$ cat config.mk
export PLATFORM = sky130hd
export DESIGN_NAME = cordic_vectoring
export DESIGN_NICKNAME = d
export VERILOG_FILES = /design/src/rtl/cordic_vectoring.sv
export SDC_FILE = /design/constraint.sdc
export NUM_CORES = 1
export LEC_CHECK = 0
export ABC_CLOCK_PERIOD_IN_PS = 5400
export CAP_MARGIN = 20
export CORE_UTILIZATION = 35
export DETAILED_ROUTE_END_ITERATION = 8
export HOLD_SLACK_MARGIN = 0.05
export PLACE_DENSITY_LB_ADDON = 0.25
export SETUP_SLACK_MARGIN = 0.5
export SLEW_MARGIN = 20
export SYNTH_ARGS = -nofsm -noshare
export SYNTH_HDL_FRONTEND = slang
export SYNTH_SLANG_ARGS = --single-unit
$ cat constraint.sdc
create_clock -name CLK -period 5.4 [get_ports CLK]
set_input_delay 1.35 -clock CLK [delete_from_list [all_inputs] [get_ports CLK]]
set_output_delay 1.35 -clock CLK [all_outputs]
set_load 0.01 [all_outputs]
$ cat src/rtl/cordic_vectoring.sv
// CORDIC vectoring engine: turns an unsigned (cos, sin) pair into a
// first-quadrant angle (90/256-degree code) and a gain-compensated magnitude.
module cordic_vectoring #(
  parameter int ITERS = 8,
  parameter int IW    = 12
) (
  input  logic       CLK,
  input  logic       RESET_PULSE,
  input  logic       START,
  input  logic [7:0] X_IN,
  input  logic [7:0] Y_IN,
  output logic [7:0] ANGLE,
  output logic [8:0] MAG,
  output logic       BUSY,
  output logic       READY
);

  // One fractional guard bit (at IW=12) keeps the floor error of the
  // arithmetic shifts from piling up in x; the largest x (~1200) still fits.
  localparam int unsigned GUARD = IW - 11;
  localparam int unsigned ZW    = 10;
  localparam logic [2:0]  LAST  = 3'(ITERS - 1);

  typedef enum logic [1:0] {IDLE, ITER, SCALE, DONE} state_t;

  state_t               state;
  logic signed [IW-1:0] x, y;
  logic signed [ZW-1:0] z;
  logic        [2:0]    i;
  logic                 zero_r;
  logic                 scale_ph;
  logic        [8:0]    mag_r;
  logic        [7:0]    ang_r;

  logic signed [IW-1:0] x_sh_c, y_sh_c, mag_c;
  logic signed [ZW-1:0] t_c;
  logic        [7:0]    ang_c;

  // Elementary-angle table, same 90/256-degree code as ANGLE.
  function automatic logic signed [ZW-1:0] atan_lut(input logic [2:0] idx);
    case (idx)
      3'd0:    atan_lut = 10'sd128;
      3'd1:    atan_lut = 10'sd76;
      3'd2:    atan_lut = 10'sd40;
      3'd3:    atan_lut = 10'sd20;
      3'd4:    atan_lut = 10'sd10;
      3'd5:    atan_lut = 10'sd5;
      3'd6:    atan_lut = 10'sd3;
      default: atan_lut = 10'sd1;
    endcase
  endfunction

  // Shifted operands, table angle, gain compensation and angle clamp.
  always_comb begin
    x_sh_c = x >>> i;
    y_sh_c = y >>> i;
    t_c    = atan_lut(i);
    mag_c  = (x >>> 1) + (x >>> 3) - (x >>> 6) - (x >>> 9);
    ang_c  = 8'd0;
    if (zero_r || z < 0)      ang_c = 8'd0;
    else if (z > 10'sd255)    ang_c = 8'd255;
    else                      ang_c = z[7:0];
  end

  // Control FSM and datapath; SCALE spends one cycle compensating, one publishing.
  always_ff @(posedge CLK) begin
    if (!RESET_PULSE) begin
      state    <= IDLE;
      x        <= '0;
      y        <= '0;
      z        <= '0;
      i        <= '0;
      zero_r   <= 1'b0;
      scale_ph <= 1'b0;
      mag_r    <= '0;
      ang_r    <= '0;
      ANGLE    <= '0;
      MAG      <= '0;
      BUSY     <= 1'b0;
      READY    <= 1'b0;
    end else begin
      case (state)
        IDLE, DONE: begin
          if (START) begin
            x        <= IW'(X_IN) << GUARD;
            y        <= IW'(Y_IN) << GUARD;
            z        <= '0;
            i        <= '0;
            zero_r   <= (X_IN == 8'd0) && (Y_IN == 8'd0);
            scale_ph <= 1'b0;
            READY    <= 1'b0;
            BUSY     <= 1'b1;
            state    <= ITER;
          end
        end
        ITER: begin
          if (!y[IW-1]) begin
            x <= x + y_sh_c;
            y <= y - x_sh_c;
            z <= z + t_c;
          end else begin
            x <= x - y_sh_c;
            y <= y + x_sh_c;
            z <= z - t_c;
          end
          i <= i + 3'd1;
          if (i == LAST) state <= SCALE;
        end
        SCALE: begin
          if (!scale_ph) begin
            mag_r    <= 9'(mag_c >>> GUARD);
            ang_r    <= ang_c;
            scale_ph <= 1'b1;
          end else begin
            ANGLE <= ang_r;
            MAG   <= mag_r;
            READY <= 1'b1;
            BUSY  <= 1'b0;
            state <= DONE;
          end
        end
        default: state <= IDLE;
      endcase
    end
  end

endmodule

Yosys cells after proc, flatten, opt, wreduce, memory -nomap -nowiden
Index checks and enable logic that the tools add are counted.
- bits in registers: 77
- output and inout bits: 19
- logic and storage cells: 82
- $add $sub $neg: 10
- order comparisons: 2
- equal/unequal tests: 13
- shifts and indexed selects: 2
- muxes and demuxes: 25
- bitwise gates (word level): 1
- reductions and logical operators: 16
- operators with widths (kind ; number):
    case mux 8 bit (7 select lines) ; 1
    2-to-1 mux 12 bit ; 4
    case mux 12 bit (2 select lines) ; 2
    adder 12 bit ; 2
    >>> shifter 12 x 3 -> 12 bit ; 2
    subtractor 12 bit ; 2
    adder 10 x 9 -> 10 bit ; 2
    2-to-1 mux 10 bit ; 2
    case mux 10 bit (2 select lines) ; 1
    zero test 8 bit ; 2
    2-to-1 mux 8 bit ; 2
    equality test 3 bit (second input constant) ; 4
    greater-than comparator 10 x 9 -> 1 bit (second input constant) ; 1
    less-than comparator 10 x 1 -> 1 bit (second input constant) ; 1
    AND reduction 2 bit ; 5
    subtractor 10 x 3 -> 10 bit ; 1
    subtractor 10 x 6 -> 10 bit ; 1
    subtractor 10 x 9 -> 10 bit ; 1
    equality test 3 x 2 -> 1 bit (second input constant) ; 2
    2-to-1 mux 2 bit ; 3
    != test 2 bit (second input constant) ; 3
    case mux 1 bit (2 select lines) ; 3
    case mux 2 bit (3 select lines) ; 1
    case mux 3 bit (2 select lines) ; 1
    14 further kinds ; 20

Longest topological paths before layout
- depth in word-level cells: 5
- depth in mapped cells: 20
- gate-level depth less buffers: 18

Worst setup path before layout
No wires, ideal clock.
- path type: reg2reg
- start: reg i[1]
- end: reg z[9]
- setup time: 0.117 ns
- arrival: 3.946 ns
- required time: 5.283 ns
- setup slack: 1.338 ns
- stages on the path, launching flop included: 19
- cell sequence: dfxtp_1 > buf_2 > buf_2 > buf_2 > inv_1 > ha_1 > o41a_1 > ha_1 > mux2_2 > inv_1 > ha_1 > nor2b_1 > o21ai_0 > nand2b_1 > a2111o_1 > a211oi_1 > xnor2_1 > o22ai_1 > a22o_1
- word-level cells in the longest chain between the ends: 5
- elaborated cells on any way between the ends: 12
- classes of those cells: add/sub (2); eq/ne (6); mux (3); reduce/logical (1)
- ends and longest elaborated chain (what ; line ; source):
    from (decl) ; 29 ; logic [2:0] i;
    from (signal assigned) ; 106 ; i <= i + 3'd1;
    equality test 3 bit, or another cell as far along ; 41 ; case (idx)
    case mux 8 bit (7 select lines) (*) ; 41 ;
    adder 10 x 9 -> 10 bit or subtractor 10 x 9 -> 10 bit (tied branches) ; 100, 104 ;
    2-to-1 mux 10 bit (*) ; 97 ; if (!y[IW-1]) begin
    case mux 10 bit (2 select lines) (*) ; 82 ; case (state)
    to (signal assigned) ; 100 ; z <= z + t_c;
    to (signal assigned) ; 104 ; z <= z - t_c;
    to (decl) ; 28 ; logic signed [ZW-1:0] z;
Mark *: on every way between the ends. The rest lies on a longest branch, timed or not.
A chain may end at the register's enable or synchronous reset.

Final worst setup path
- start: reg i[0]
- end: reg y[11]
- word-level cells in the longest chain between the ends: 4
- elaborated cells on any way between the ends: 5
- classes of those cells: add/sub (2); shift (1); mux (2)
- ends and longest elaborated chain (what ; line ; source):
    >>> shifter 12 x 3 -> 12 bit (*) ; 55 ; x_sh_c = x >>> i;
    subtractor 12 bit or adder 12 bit (tied branches) ; 99, 103 ;
    2-to-1 mux 12 bit (*) ; 97 ;
    case mux 12 bit (2 select lines) (*) ; 82 ;
    to (signal assigned) ; 86 ; y <= IW'(Y_IN) << GUARD;
    to (signal assigned) ; 99 ; y <= y - x_sh_c;
    to (signal assigned) ; 103 ; y <= y + x_sh_c;
    to (decl) ; 27 ; logic signed [IW-1:0] x, y;
Marks and branches as above.

==> metrics <==
met3 Resource Use GR=2.75%; Die ar.=19500 µm²; layout cells sized above 1=5.45%; FF/Latch Area=1540 µm²; clk_skew=8.54 ps; Multi-input gate area=4710 µm²; Detail Route Antenna Nets=0; hpwl dp=12900 µm; ANT cells=0; IO Pins=38; clk_lat worst skew=350 ps; Reg2Reg Depth=18; routed len/inst=16.0 µm; DRC Markers=0; Worst path depth=18; RR Endpoint=y[11]; fin crit share=83.7%; Max Clk Rate=221 MHz; synth warn=0; Die W=140 µm; max-slew violations=0; endpoint type of the worst setup path=flop; mean post-synth cell area=7.73 µm²; number of global-route vias before repair=5516; Starting Density=36.3%; Clock Pin Slew Worst Setup and Hold Paths=80 ps; count of port buffers added during placement=37; DRT Pass-1 Iters=5; CTS tree=yes; EDFF count, synth=0; vias per cell=5.34; clk sink count=77; Crit Path Max Fanout=25; CP max-delay cell=mux4_2; Min-Delay Endpoint=MAG[3]; GRT Total Usage=18.6%; Post-Route Utilization=41.0%; DP Area=7200 µm²; HP Class=flop to flop; Slew headroom=24.1%; unrepaired setup endpoints after global routing=false; Hold Startpoint=mag_r[3]; crit path kind=flop to flop; Area Overhead vs Synth=13.0%; R2R setup slack=880 ps; asr flop ratio synth=0%; count of state elements after synthesis=77; design area=7500 µm²; GR Layer Usage met2=30.6%; Die Y=140 µm; worst slew pin tran=1140 ps; Mapped Nets=946; core area=18300 µm²; total gr overflow=0; count of final setup violators=0; largest net degree at the start of global routing=51; CP required=5670 ps; TNS Setup=0 ps; most frequent CP cell=o21ai_0; GRT busiest layer=met2; WHS Path Cells=2; Critical Path AT=4790 ps; CTS max path bufs=2; Crit Reg-Reg Startpoint=i[0]; nets=963; Gate Count Post-Synth=858; GRT met1 Usage=25.6%; delay-heaviest family, CP=compound AO/OA/AOI/OAI gates; H-tree Lvls=3; Rows=49; number of distinct library cells after synthesis=64; outcome=finished, final reports clean; clk root buf=clkbuf_16; Seq/Total Area, Yosys=23.2%; first-pass GRT wire length=28900 µm; CP cell instances=buf_6 > mux4_2 > and2_1 > a31oi_2 > ha_1 > o211a_1 > a211oi_1 > a31oi_1 > nor2_1 > a211oi_1 > ha_1 > a21oi_1 > nand2_1 > o21ai_0 > o21ai_0 > a21oi_1 > xnor3_1 > o21ai_0; Post-Syn Area=6630 µm²; total CTS buffers=9; WP buf/inv=1; CP startpoint kind=flop; top_reg_cell synth=dfxtp_1; 1st-iter DRT viols=384; total wire length=17700 µm; Final Hold Fails=0; Fillers=1878; Tmin final=4520 ps; GPL Wtd Cong=0.871; DR vias=5921; max-cap viol count=0; initial antenna violation count=0; CP peak stage delay=570 ps
## final cells by class
type,instances,share of cell area [%]
repair buffers,50,6.29
inverters,52,2.60
multi-input cells,685,62.8
clock buffers,9,3.00
clock inverters,7,0.884
well taps,229,3.82
flip-flops and latches,77,20.6
## flip-flops by register name (all words and copies together), names as in the netlist, 2 cells and up
| signal | flops |
|---|---|
| ang_r | 8 |
| x | 12 |
| MAG | 9 |
| z | 10 |
| ANGLE | 8 |
| y | 12 |
| mag_r | 9 |
| state | 2 |
| i | 3 |
## per-layer routing
metal / up-vias / routed length [µm]
met1: 2731 / 8630
met5: - / 0
li1: 3065 / -
met4: 0 / 212
met3: 13 / 779
met2: 112 / 8070
## how the worst max path moves through the flow
stage,startpoint,endpoint
detailed placement,i[0],y[11]
global route,i[0],y[11]
global placement,i[0],y[11]
finish,i[0],y[11]
floorplan,i[1],z[9]
CTS,i[0],y[11]
## what timing repair did
action                                  CTS  global route
endpoints found under the setup margin    0             1
hold buffers                              0             0
buffers inserted                          0             0
gates resized for setup                   0             1
## cell families after synthesis
kind of cell / share of synthesized area, %
xor gates and xnor gates: 6.68
buffers and inverters: 5.73
adders and majority gates: 14.8
and+or+nand+nor: 18.1
AOI/OAI and AO/OA: 22.5
muxes: 8.92
DFF: 23.2
## worst reg2reg max path, delay by kind of cell, from the launching register on
family / cells / cell delay [ps]
AOI/OAI and AO/OA: 10 / 1880
and+or+nand+nor: 3 / 310
adders and majority gates: 2 / 590
buffers and inverters: 1 / 290
xor gates and xnor gates: 1 / 320
DFF: 1 / 480
muxes: 1 / 580
## through the flow
| step | hold slack (ps) | std cells | setup slack [ps] |
|---|---|---|---|
| 6_report | 451 | 1109 | 882 |
| 5_1_grt | 467 | 1109 | 570 |
| 4_1_cts | 455 | 1109 | 861 |
| 3_5_place_dp | 446 | 1093 | 886 |
| 3_3_place_gp | 440 | 1093 | 968 |
| 2_1_floorplan | 432 | 858 | 1340 |
## cell usage after synthesis (all sizes together) (3+ instances only)
| cell | instances | area share [%] |
|---|---|---|
| buf | 10 | 0.87 |
| fa | 16 | 4.8 |
| o21ai | 58 | 4.4 |
| nand2 | 104 | 5.9 |
| nor2 | 86 | 4.9 |
| xor2 | 20 | 2.6 |
| nor3 | 17 | 1.4 |
| o22ai | 5 | 0.47 |
| o211ai | 5 | 0.57 |
| o31a | 3 | 0.40 |
| a21boi | 7 | 0.79 |
| a211o | 4 | 0.53 |
| a22oi | 11 | 1.2 |
| ha | 53 | 10 |
| o32ai | 3 | 0.40 |
| and2 | 7 | 0.66 |
| or3 | 7 | 0.66 |
| and3 | 6 | 0.57 |
| nor2b | 14 | 1.3 |
| a21o | 11 | 1.2 |
| clkbuf | 34 | 1.9 |
| a211oi | 11 | 1.2 |
| mux2i | 40 | 6.0 |
| xnor2 | 28 | 3.7 |
| nand3 | 7 | 0.60 |
| nor4 | 5 | 0.47 |
| inv | 51 | 2.9 |
| o21bai | 4 | 0.45 |
| mux4 | 6 | 2.0 |
| mux2 | 5 | 0.85 |
| nand2b | 9 | 0.85 |
| a31oi | 13 | 1.3 |
| dfxtp | 77 | 23 |
| nand4 | 3 | 0.28 |
| a21oi | 94 | 7.1 |
## placed cells by master, fill, tap and decap left out, types with 11 or more instances in the layout
cell	n
nor3_1	16
ha_1	53
inv_1	49
a31oi_1	12
a21oi_1	93
o21ai_0	56
dfxtp_1	77
clkdlybuf4s50_1	37
a21o_1	11
xor2_1	20
nor2b_1	14
nand2_1	104
a22oi_1	11
mux2i_1	40
fa_1	16
buf_4	12
xnor2_1	28
nor2_1	86
a211oi_1	11
Power is left out: the tool's default activity adds up to more than one toggle a clock period on the data nets, which glitch-free logic cannot reach.
